===== src/rtl/act_lut_loader.sv =====
// Programming side of the piecewise-linear activation LUT: streams breakpoints into a
// 16-entry table plus top endpoint and serves the interpolator's base/next_data read port.
module act_lut_loader #(
    parameter int WIDTH  = 8,
    parameter int ADDR_W = 4
) (
    input  logic                     clk,
    input  logic                     rst,
    input  logic                     load_start,
    input  logic                     cfg_valid,
    output logic                     cfg_ready,
    input  logic signed [WIDTH-1:0]  cfg_data,
    input  logic                     cfg_last,
    output logic                     table_valid,
    output logic                     load_err,
    input  logic                     rd_en,
    input  logic        [ADDR_W-1:0] address,
    output logic                     rd_valid,
    output logic signed [WIDTH-1:0]  base,
    output logic signed [WIDTH-1:0]  next_data
);

    localparam int DEPTH = 2 ** ADDR_W;
    localparam int CNT_W = ADDR_W + 1;
    localparam logic [CNT_W-1:0]  END_IDX  = CNT_W'(DEPTH);
    // Last segment before the z wrap point; its upper end is the endpoint register.
    localparam logic [ADDR_W-1:0] TOP_SEG  = ADDR_W'(DEPTH / 2 - 1);

    typedef enum logic [1:0] {
        S_IDLE,
        S_LOAD,
        S_DONE
    } state_t;

    state_t                   state, state_next;
    logic [CNT_W-1:0]         cnt, cnt_next;
    logic                     err_next;
    logic                     wr_entry, wr_end;
    logic signed [WIDTH-1:0]  entry [DEPTH];
    logic signed [WIDTH-1:0]  endpoint;
    logic [ADDR_W-1:0]        addr_inc;

    always_ff @(posedge clk) begin
        if (rst) begin
            state    <= S_IDLE;
            cnt      <= '0;
            load_err <= 1'b0;
        end else begin
            // NOTE: state registers use non-blocking assignments so every flop samples
            // the pre-edge values; blocking here would create order-dependent races.
            state    <= state_next;
            cnt      <= cnt_next;
            load_err <= err_next;
        end
    end

    always_comb begin
        // NOTE: every output of this block gets a default first, so no path can leave
        // a signal unassigned and infer a latch.
        state_next  = state;
        cnt_next    = cnt;
        err_next    = load_err;
        wr_entry    = 1'b0;
        wr_end      = 1'b0;
        cfg_ready   = 1'b0;
        table_valid = 1'b0;
        case (state)
            S_IDLE: begin
                if (load_start) begin
                    state_next = S_LOAD;
                    cnt_next   = '0;
                    err_next   = 1'b0;
                end
            end
            S_LOAD: begin
                cfg_ready = 1'b1;
                if (cfg_valid) begin
                    cnt_next = cnt + CNT_W'(1);
                    if (cnt == END_IDX) begin
                        wr_end = 1'b1;
                        if (cfg_last) begin
                            state_next = S_DONE;
                        end else begin
                            err_next   = 1'b1;
                            state_next = S_IDLE;
                        end
                    end else begin
                        wr_entry = 1'b1;
                        if (cfg_last) begin
                            err_next   = 1'b1;
                            state_next = S_IDLE;
                        end
                    end
                end
            end
            S_DONE: begin
                table_valid = 1'b1;
                if (load_start) begin
                    state_next = S_LOAD;
                    cnt_next   = '0;
                    err_next   = 1'b0;
                end
            end
            default: state_next = S_IDLE;
        endcase
    end

    always_ff @(posedge clk) begin
        if (rst) begin
            // NOTE: the table is deliberately reset: lookups are legal before any load
            // and must return zeros, which rules out a plain RAM macro here.
            for (int i = 0; i < DEPTH; i++) begin
                entry[i] <= '0;
            end
            endpoint <= '0;
        end else begin
            if (wr_entry) begin
                entry[cnt[ADDR_W-1:0]] <= cfg_data;
            end
            if (wr_end) begin
                endpoint <= cfg_data;
            end
        end
    end

    assign addr_inc = address + ADDR_W'(1);

    // Reads see pre-edge table contents, giving read-before-write on a same-entry collision.
    always_ff @(posedge clk) begin
        if (rst) begin
            rd_valid  <= 1'b0;
            base      <= '0;
            next_data <= '0;
        end else begin
            rd_valid <= rd_en;
            if (rd_en) begin
                base      <= entry[address];
                next_data <= (address == TOP_SEG) ? endpoint : entry[addr_inc];
            end
        end
    end

endmodule


===== config.mk =====
export PLATFORM = sky130hd
export DESIGN_NAME = act_lut_loader
export DESIGN_NICKNAME = d
export VERILOG_FILES = /design/src/rtl/act_lut_loader.sv
export SDC_FILE = /design/constraint.sdc
export NUM_CORES = 1
export LEC_CHECK = 0
export ABC_AREA = 1
export ABC_CLOCK_PERIOD_IN_PS = 5800
export CAP_MARGIN = 40
export CELL_PAD_IN_SITES_DETAIL_PLACEMENT = 1
export CELL_PAD_IN_SITES_GLOBAL_PLACEMENT = 1
export CORE_ASPECT_RATIO = 0.9
export CORE_MARGIN = 1.5
export CORE_UTILIZATION = 49
export DETAILED_ROUTE_END_ITERATION = 7
export GPL_ROUTABILITY_DRIVEN = 0
export PLACE_DENSITY_LB_ADDON = 0.1
export SETUP_SLACK_MARGIN = 0.1
export SKIP_LAST_GASP = 1
export SLEW_MARGIN = 20
export SYNTH_ARGS = -nofsm -noshare
export SYNTH_HDL_FRONTEND = slang
export SYNTH_SLANG_ARGS = --single-unit

===== constraint.sdc =====
create_clock -name clk -period 5.8 [get_ports clk]
set_input_delay 1.16 -clock clk [delete_from_list [all_inputs] [get_ports clk]]
set_output_delay 1.16 -clock clk [all_outputs]
set_load 0.02 [all_outputs]

; Word-level counts from Yosys, hierarchy flattened
; Memories as Yosys holds them, arrays and structs flattened. A register that Yosys moved wholly into a read port is not among the register bits.
; Cells that the tools add are included.
[word_totals]
ff_bits = 25
latch_bits = 0
ramBits = 128
rom_bits = 0
in_bits = 18
output_inout_bits = 20
wordCells = 56
memories = 1
[memory_table]
columns = memory, words, width, rd, rd_clocked_by_memory_dff, wr, line_no
row1 = entry, 16, 8, 2, 1, 16, 39  ; logic signed [WIDTH-1:0] entry [DEPTH];
[classes]
n_addsub = 2
multipliers = 0
n_div = 0
order_cmp = 0
n_eq_ne = 8
shift = 0
n_mux = 32
bitwise_logic = 0
reduce_logical = 7
[ops]
columns = op, count
row1 = two-way mux 1 bit, 19
row2 = two-way mux 8 bit, 2
row3 = two-way mux 2 bit, 5
row4 = two-way mux 5 bit, 2
row5 = one-hot mux 5 bit (2 select lines), 1
row6 = OR reduction 8 bit, 1
row7 = "!= test 3 bit, second input constant", 2
row8 = AND reduction 3 bit, 2
row9 = "adder 5 x 1 -> 5 bit, second input constant", 1
row10 = "== test 5 bit, second input constant", 1
row11 = AND reduction 5 bit, 1
row12 = "adder 4 x 1 -> 4 bit, second input constant", 1
row13 = "== test 4 x 3 -> 1 bit, second input constant", 1
row14 = two-way mux 4 bit, 1
row15 = one-hot mux 2 bit (2 select lines), 1
row16 = "== test 2 x 1 -> 1 bit, second input constant", 1
row17 = "== test 2 bit, second input constant", 1
row18 = logical NOT 2 bit, 1
row19 = "!= test 2 x 1 -> 1 bit, second input constant", 1
row20 = "!= test 2 bit, second input constant", 1
row21 = one-hot mux 1 bit (2 select lines), 1
row22 = nonzero test 2 bit, 1
row23 = OR reduction 2 bit, 1

; Depth between registers and ports, before layout
[logic_depth]
depth_word = 9
mapped_depth = 12
mapped_depth_nobuf = 9

; Worst setup path after synthesis
; Ideal clock, no wire load.
[synth_timing]
kind = input-to-reg
start = in address[0]
end = reg next_data[4]
setup_time_ns = 0.132
t_arrival_ns = 2.323
required_time_ns = 5.668
slack_ns = 3.344
cell_stages = 11
path_buffers = 2
path_cell_list = ha_1 buf_2 inv_1 clkbuf_1 nor2_1 nand2_1 nand3_1 nand3_1 nand3_1 nand2_1 a21oi_1
[synth_via]
elab_chain_len = 3
word_cells_on_any_way = 4
classes_between = add/sub (1) / eq/ne (1) / mux (1) / memory (1)
[synth_lines]
columns = element, line_no
row1 = start: declaration, 17  ; input logic [ADDR_W-1:0] address,
row2 = adder 4 x 1 -> 4 bit, 126  ; assign addr_inc = address + ADDR_W'(1);
row3 = memory read (16 x 8 bit), n/a
row4 = two-way mux 8 bit *, 138  ; next_data <= (address == TOP_SEG) ? endpoint : entry[addr_inc];
row5 = end signal: assignment, 138
row6 = end: declaration, 20  ; output logic signed [WIDTH-1:0] next_data
; Mark *: on every way between the ends. The rest lies on a longest branch, timed or not.
; A chain may end at the register's enable or synchronous reset.

; Worst setup path after layout
[layout_timing]
start = in address[1]
end = reg next_data[6]
; The elaborated chain is that of the path after synthesis.

==> key figures <==
Global route
  • First-pass GRT wire length: 47500 um
  • Largest net degree at the start of global routing: 99
  • Gr usage total: 33.25%
  • Initial antenna violation count: 0
  • Total gr overflow: 0
  • Vias in the first global route: 8030

STA
  • Period utilization: 59.68%
  • Tmin final: 3.461 ns
  • Worst slew pin tran: 0.8733 ns
  • Fmax: 0.2889 GHz
  • Hold Violations, Final: 0
  • Slew Limit Fails: 0
  • TNS Setup: 0 ns
  • Worst Skew: 0.01128 ns
  • Worst hold margin: 0.4836 ns
  • Max_slew headroom: 41.49%
  • Setup violations, final: 0
  • RSZ-0062 raised after global routing: no

Synth
  • Adder-Cell Fraction of Synth Area: 0.7002%
  • Mux contribution to synthesized area: 0%
  • Post-synth net total: 1172
  • Post-synthesis sequential area ratio: 50.41%
  • Synth Area in Compound Gates: 3.529%
  • Seq cells post-synth: 161
  • Yosys warns: 0
  • Mapped Cells: 1149
  • Cell Area, Synth: 8935 um^2
  • Yosys cell types: 28
  • Post-Synth Simple-Gate Area: 36.34%
  • Mapped Avg Cell Area: 7.776 um^2
  • Largest family of logic cells by synthesized area: simple AND/OR/NAND/NOR gates
  • XOR/XNOR Fraction of Synth Area: 0.8262%

Critical path
  • Setup CP Type: input port to flop
  • Worst path required time: 6.16 ns
  • CP cell instances: clkdlybuf4s50_1 > buf_4 > ha_1 > buf_16 > inv_1 > buf_8 > nand3_1 > nand3_1 > nand3_1 > nand3_1 > nand2_1 > a21oi_1
  • CP Launch Type: input port
  • Worst setup EP type: flop
  • CP Launch Point: address[1]
  • Buf+Inv Stages, Crit Path: 5
  • CP max stage delay: 0.53 ns
  • Most used cell, CP: nand3_1
  • CP max FO: 35
  • Critical path arrival: 3.82 ns
  • Cell family with most CP delay: buffers and inverters
  • Worst R2R Start: cnt[0]
  • Slowest library cell on the worst path: ha_1

Power and ir drop
  • VDD IR max: 224.6 uV
  • Pwr dens: 282.7 nW/um^2
  • PnR Total Power: 2.842 mW
  • Pleak: 4.523 nW

Floorplan
  • Starting Density: 50.40%
  • Row count: 46
  • Die width: 145.3 um
  • I/O pin cnt: 38
  • DIE AREA: 19050 um^2
  • Core Area: 17730 um^2
  • Die H: 131.1 um

Hold path
  • Hold_sp: base[1]
  • Worst Hold Class: flop to flop

Placement
  • Placed inst area: 9408 um^2
  • Port Buffers: 37
  • DP Wirelength: 21520 um
  • Dpl cells: 1370

Cells and area
  • Cell area after layout: 10050 um^2
  • NumNets Final: 1176
  • Filler Cell Count: 2252
  • Ant diodes: 0
  • Fraction of layout cells with a size suffix above 1: 6.604%
  • Post-route insts no fill: 1406
  • Area Overhead vs Synth: 12.52%

Drt
  • Drt drc: 0
  • Vias per inst: 5.706
  • 1st-iter DRT viols: 882
  • Total wire length: 31080 um
  • Antenna viol nets, final: 0
  • Vias: 8023
  • Drt wl/cell: 22.11 um
  • Pre-Repair DR Iteration Count: 6

Clock tree
  • Clk buf depth: 2
  • Hold Buf Count CTS: 0
  • Clock Sinks: 161
  • Clock root cell: clkbuf_16
  • CTS resizes: 0
  • CTS buffer count: 17
  • Skew-Pair Late Insertion Delay: 0.44 ns
  • CTS tree: done
  • Max H-tree Level: 4
  • Clk pin slew, worst setup/hold paths: 0.06 ns
  • Post-CTS setup buffers: 0

Run status
  • Status: finished, final reports clean

Run
  • Max-cap violations: 0
## per-stage QoR
stage          setup WS (ns)  util [%]
3_3_place_gp           1.269     52.68
2_1_floorplan          3.344         -
3_5_place_dp           1.582     53.07
4_1_cts                2.038     56.35
6_report               2.339     56.71
5_1_grt                2.217     56.71
## synth_stat cells
library cell	number	area, um^2
a21oi_1	30	150.1
edfxtp_1	128	3844
buf_6	2	22.52
nor2_1	162	608.1
xnor2_2	1	16.27
nand3_4	2	35.03
buf_1	4	15.01
clkinv_1	12	45.04
buf_4	8	60.06
o21ai_0	18	90.09
ha_1	5	62.56
o211ai_1	9	67.56
nand3_2	1	10.01
a211oi_1	1	7.510
dfxtp_1	33	660.6
nand2_1	367	1378
nor3_1	5	25.02
or2_2	1	6.260
buf_2	30	150.1
nor2_4	6	67.56
clkbuf_1	22	82.58
inv_2	3	11.26
nand2_2	1	6.260
inv_1	92	345.3
xor2_2	3	48.80
nand3_1	186	930.9
nand2_4	16	180.2
xor2_1	1	8.760
## final cells by class
class | count | area, um^2 | area share [%]
sequential | 161 | 4504 | 44.80
multi-input combinational | 815 | 3699 | 36.79
timing repair buffer | 51 | 568.0 | 5.650
clock buffer | 24 | 504.2 | 5.016
inverter | 107 | 401.6 | 3.995
tap | 240 | 300.3 | 2.987
clock inverter | 8 | 76.32 | 0.7592
## state kept, by name, summed over array words and instances, names as in the netlist
signal,cells
entry,128
next_data,8
base,8
endpoint,8
load_err,1
cnt,5
state,2
rd_valid,1
## worst min-delay path: cells and delay by family, from the launching register on
family / cells / cell delay, ns
AO/OA/AOI/OAI: 1 / 0.08
flip-flops: 1 / 0.33
buffers and inverters: 1 / 0.05
## path summary, 6_finish.rpt
| check | to | slack [ns] | cells past startpoint |
|---|---|---|---|
| max | next_data[6] | 2.34 | 12 |
| min | base[1] | 0.48 | 2 |
| max reg2reg | entry[14][6] | 3.49 | 7 |
| min reg2reg | base[1] | 0.48 | 2 |
## cell families after synthesis
kind of cell    count (synthesis)
compound gates                 58
xor+xnor                        5
fa+ha+maj                       5
buf+inv                       173
flops                         161
simple gates                  747
## power by group
group	total (mW)	leakage, nW	switching, mW	internal [mW]
clock	1.12	0.289	0.464	0.653
sequential	1.32	1.59	0.0346	1.29
combinational	0.402	2.64	0.277	0.124
## routing by layer
layer	share of wire (%)	global-route usage [%]
met2	47	52.62
met3	7.9	6.076
met1	43	45.90
met4	2.5	11.68
met5	0	0
## placed cells by master, fill, tap and decap left out, types with 9 or more instances in the layout
master,synthesis,final
o211ai_1,9,9
nor2_1,162,162
nand2_1,367,367
clkdlybuf4s50_1,0,36
clkbuf_16,0,19
nand2_4,16,16
inv_1,92,92
dfxtp_1,33,33
clkinv_1,12,12
edfxtp_1,128,128
a21oi_1,30,30
o21ai_0,18,18
nand3_1,186,186
Note: power is estimated with default switching activity, not from simulation.
